--- src/rtl/div_pkg.sv ---
// Shared types and constants for the iterative restoring unsigned divider.
// The divide-by-zero quotient constant is sized for the widest supported operand.
package div_pkg;

    typedef enum logic [1:0] {
        IDLE = 2'd0,
        RUN  = 2'd1,
        DONE = 2'd2
    } state_t;

    localparam int unsigned MAX_WIDTH = 64;

    // All-ones quotient reported on divide-by-zero; sliced to WIDTH by the user.
    localparam logic [MAX_WIDTH-1:0] DIV_ZERO_QUOTIENT = '1;

endpackage : div_pkg

--- src/rtl/div_step.sv ---
// One combinational restoring-division iteration: shift {rem,quo} left by one,
// then trial-subtract the divisor with one extra bit so the sign shows borrow.
module div_step #(
    parameter int unsigned WIDTH = 32
) (
    input  logic [WIDTH-1:0] rem,
    input  logic [WIDTH-1:0] quo,
    input  logic [WIDTH-1:0] divisor,
    output logic [WIDTH-1:0] rem_next,
    output logic [WIDTH-1:0] quo_next
);

    logic [WIDTH:0] shifted_rem;
    logic [WIDTH:0] trial;

    always_comb begin
        shifted_rem = {rem, quo[WIDTH-1]};
        trial       = shifted_rem - {1'b0, divisor};
        // trial[WIDTH] set means the subtract borrowed: restore the shifted remainder.
        if (!trial[WIDTH]) begin
            rem_next = trial[WIDTH-1:0];
            quo_next = {quo[WIDTH-2:0], 1'b1};
        end else begin
            rem_next = shifted_rem[WIDTH-1:0];
            quo_next = {quo[WIDTH-2:0], 1'b0};
        end
    end

endmodule : div_step

--- src/rtl/unsigned_sequential_divider.sv ---
// Iterative restoring unsigned divider: one quotient bit per clock, with
// divide-by-zero short-cut and a one-cycle done pulse after the DONE state.
module unsigned_sequential_divider
    import div_pkg::*;
#(
    parameter  int unsigned WIDTH = 32,
    localparam int unsigned CNT_W = $clog2(WIDTH + 1)
) (
    input  logic             clk,
    input  logic             rst,
    input  logic             start,
    input  logic [WIDTH-1:0] dividend_in,
    input  logic [WIDTH-1:0] divisor_in,
    output logic             busy,
    output logic             done,
    output logic [WIDTH-1:0] quotient_out,
    output logic [WIDTH-1:0] remainder_out,
    output logic             div_by_zero
);

    state_t           state, state_next;
    logic [CNT_W-1:0] cnt, cnt_next;
    logic [WIDTH-1:0] quo, quo_next;
    logic [WIDTH-1:0] rem, rem_next;
    logic [WIDTH-1:0] dvsr, dvsr_next;
    logic             busy_next;
    logic             done_next;
    logic             dbz, dbz_next;
    logic [WIDTH-1:0] step_rem;
    logic [WIDTH-1:0] step_quo;
    logic             accept;

    div_step #(
        .WIDTH (WIDTH)
    ) u_step (
        .rem      (rem),
        .quo      (quo),
        .divisor  (dvsr),
        .rem_next (step_rem),
        .quo_next (step_quo)
    );

    // Next-state, datapath and registered-output logic.
    always_comb begin
        state_next = state;
        cnt_next   = cnt;
        quo_next   = quo;
        rem_next   = rem;
        dvsr_next  = dvsr;
        dbz_next   = dbz;
        done_next  = 1'b0;
        accept     = start && (state != RUN);

        case (state)
            IDLE: state_next = IDLE;
            RUN: begin
                quo_next = step_quo;
                rem_next = step_rem;
                cnt_next = cnt - CNT_W'(1);
                if (cnt == CNT_W'(1)) begin
                    state_next = DONE;
                end
            end
            DONE: begin
                done_next  = 1'b1;
                state_next = IDLE;
            end
            default: state_next = IDLE;
        endcase

        // A new request overrides the IDLE/DONE transition; done above still pulses.
        if (accept) begin
            dvsr_next = divisor_in;
            if (divisor_in == '0) begin
                quo_next   = DIV_ZERO_QUOTIENT[WIDTH-1:0];
                rem_next   = dividend_in;
                cnt_next   = '0;
                dbz_next   = 1'b1;
                state_next = DONE;
            end else begin
                quo_next   = dividend_in;
                rem_next   = '0;
                cnt_next   = CNT_W'(WIDTH);
                dbz_next   = 1'b0;
                state_next = RUN;
            end
        end

        busy_next = (state_next == RUN);
    end

    always_ff @(posedge clk or negedge rst) begin
        if (!rst) begin
            state <= IDLE;
            cnt   <= '0;
            quo   <= '0;
            rem   <= '0;
            dvsr  <= '0;
            busy  <= 1'b0;
            done  <= 1'b0;
            dbz   <= 1'b0;
        end else begin
            state <= state_next;
            cnt   <= cnt_next;
            quo   <= quo_next;
            rem   <= rem_next;
            dvsr  <= dvsr_next;
            busy  <= busy_next;
            done  <= done_next;
            dbz   <= dbz_next;
        end
    end

    assign quotient_out  = quo;
    assign remainder_out = rem;
    assign div_by_zero   = dbz;

endmodule : unsigned_sequential_divider

--- config.mk ---
export PLATFORM = sky130hd
export DESIGN_NAME = unsigned_sequential_divider
export DESIGN_NICKNAME = d
export VERILOG_FILES = /design/src/rtl/div_pkg.sv /design/src/rtl/div_step.sv /design/src/rtl/unsigned_sequential_divider.sv
export SDC_FILE = /design/constraint.sdc
export NUM_CORES = 1
export LEC_CHECK = 0
export ABC_AREA = 1
export CAP_MARGIN = 25
export CORE_UTILIZATION = 46
export DETAILED_ROUTE_END_ITERATION = 10
export GPL_TIMING_DRIVEN = 0
export PLACE_DENSITY_LB_ADDON = 0.3
export SLEW_MARGIN = 0
export SYNTH_ARGS = -nofsm -noshare
export SYNTH_HDL_FRONTEND = slang
export SYNTH_SLANG_ARGS = --single-unit
--- constraint.sdc ---
create_clock -name clk -period 2.7 [get_ports clk]
set_input_delay 0.675 -clock clk [delete_from_list [all_inputs] [get_ports clk]]
set_output_delay 0.675 -clock clk [all_outputs]
set_load 0.005 [all_outputs]
==> results.yml <==
finish:
  n_antenna_cell: 0
  regArea_sq_um: 2680
  fill_cells: 1685
  drive_above_1_share_pct: 6.55
  multi_input_area_sq_um: 4360
  area_delta_synth_final_pct: 24.5
  nNetsFinal: 1533
  stdcell_count: 1661
critical_path:
  endpoint: "remainder_out[20]"
  reg2reg_depth: 16
  endpoint_kind: "flop"
  worstPathMaxFanout: 10
  cp-start-kind: "primary input"
  cp.arrival_ns: 2.87
  startpoint: "divisor_in[17]"
  crit_type: "primary input to flop"
  cp.required_ns: 3.00
  r2r-end: "remainder_out[16]"
  r2r-start: "quotient_out[31]"
  r2r_slack_ns: 0.22
clock_network:
  root_buffer: "clkbuf_16"
  cts_tree: "done"
  ctsLongestPathBuffers: 2
  cts.sink_count: 107
  clk_latency_ns: 0.37
  cts.reportedPaths.clkPinSlew_ns: 0.08
  htree_levels: 3
  numCtsBuffers: 9
  postCtsHoldBufs: 0
synthesis:
  postSynthCellCount: 1282
  synthesis.area_sq_um: 8230
  yosys_register_bits: 107
  yosysWarnings: 0
  yosys.cell_types.count: 40
  ys.flop_type: "dfrtp_1"
  syn_area_per_cell_sq_um: 6.42
  synth_area_leader_cell: "dfrtp_1"
  yosys-top-cells-area: "dfrtp_1, nand2_1, inv_1"
  synth_edf_count: 0
  synth_fp_nets: 1384
  synth_top_area_share_pct: 32.5
  yosysSeqAreaShare_pct: 32.5
  synthTopCellsByCount: "nand2_1, inv_1, o21ai_0"
  synth.most_common_cell: "nand2_1"
  async_reset_ff_share_pct: 100
drt:
  drt_iter0_markers: 566
  viasPerCell: 5.13
  wl_per_cell_um: 15.5
  ant_nets: 0
  drt-pass1-iter-count: 7
  num_vias: 8526
  wl_um: 25700
  drc_errors: 0
die:
  initial_core_util_pct: 47.4
  rows: 48
  dieArea_sq_um: 18400
  die_h_um: 136
  core_sq_um: 17400
  io_pins: 134
  die_w_um: 136
placed_design:
  numPortBuffers: 133
  gp_congestion: 0.910
  dp.cells: 1641
  post-dp-hpwl_um: 20300
  pre_cts_ws_ns: -0.735
global_route:
  grt_start_max_net_pins: 60
  grt_pass1_wl_um: 40500
  first_global_vias: 8172
  antenna_found_initial: 0
  track_usage_pct: 28.7
  grt_overflow_total: 0
timing:
  hold_violations: 0
  fin_crit_ns: 2.57
  fin_crit_sh_pct: 95.1
  timing.final.max_slew_violations: 0
  final-setup-viol-count: 0
  worst_pin_slew_ns: 0.820
  finalClockSkew_ns: 0.00767
  fin_ws_ns: 0.133
  clock.fmax_ghz: 0.390
  max_slew_margin_pct: 45.3
job:
  maxCapViolations: 0
outcome:
  status: "complete, no violations"
hold_path:
  worstHoldPathType: "primary input to asynchronous set/reset pin"
==> final cells by class <==
cell class	instances	share of cell area (%)
inverters	269	9.86
well taps	225	2.75
multi-input cells	863	42.5
repair buffers	138	13.5
clock buffers	9	2.20
clock inverters	7	0.940
plain buffers	43	2.08
flip-flops and latches	107	26.1
==> sequential cells by signal, summed over array words and instances (netlist names) <==
name and count:
busy 1, cnt 6, div_by_zero 1, done 1, dvsr 32, quotient_out 32, remainder_out 32, state 2
==> what timing repair did <==
item,in CTS,in global routing
setup endpoints to repair,63,60
buffers inserted,1,3
gates cloned,0,0
gates resized for setup,4,4
pin swaps,1,2
==> placed cells by master (no fill, tap or decap), types with 11 or more instances in the layout <==
cell type        instances
inv_1                  261
dfrtp_1                107
nand2_1                354
a21oi_1                 41
o21ai_0                132
buf_2                   13
nand3_1                127
clkbuf_1                24
nor2_1                  79
ha_1                    34
clkdlybuf4s50_1        132
a21oi_2                 14
nand4_1                 11
==> metrics by stage <==
| step | hold WS [ns] | utilization, % | cell area [sq um] | TNS, ns |
|---|---|---|---|---|
| global placement | 0.413 | 56.7 | 9840 | -388.65 |
| global route | 0.439 | 59.0 | 10200 | -0.00389 |
| detailed placement | 0.415 | 56.9 | 9870 | -40.91 |
| CTS | 0.428 | 58.9 | 10200 | 0 |
| floorplan | 0.379 | - | 8230 | 0 |
| finish | 0.394 | 59.0 | 10200 | 0 |
==> logic make-up (layout without fill, tap and decap cells) <==
logic type               count (synthesis)  after routing  synth area share, %
AND/OR/NAND/NOR                        617            617                 32.8
buffers and inverters                  312            466                 14.8
AO/OA/AOI/OAI                          202            202                 13.5
flip-flops                             107            107                 32.5
adder cells (fa/ha/maj)                 35             35                 5.41
XOR/XNOR                                 9              9                0.958
==> metal layers <==
metal  vias to the layer above  track usage [%]  wire, um
met3                        36             4.86      1780
li1                       4296                -         -
met2                       292             45.7     11500
met5                         -                0         0
met4                         0             10.5       646
met1                      3902             38.9     11700
==> worst min path at each step <==
stage	start	slack [ns]	cells past startpoint	to
global placement	state[0]	0.41	1	done
global route	state[0]	0.44	1	done
finish	rst	0.39	1	quotient_out[8]
floorplan	rst	0.38	0	busy
CTS	rst	0.43	1	quotient_out[8]
detailed placement	state[0]	0.41	1	done
==> worst max-delay path, stage by stage <==
cell and delay, ns:
clkdlybuf4s50_1 0.44, nor4_2 0.50, nand4_1 0.16, buf_4 0.20, nor2_2 0.24, buf_2 0.26, nand3_1 0.09, nand2_1 0.08
inv_1 0.07, a21oi_1 0.14
Power is left out: the tool's default activity adds up to more than one toggle a clock period on the data nets, which glitch-free logic cannot reach.
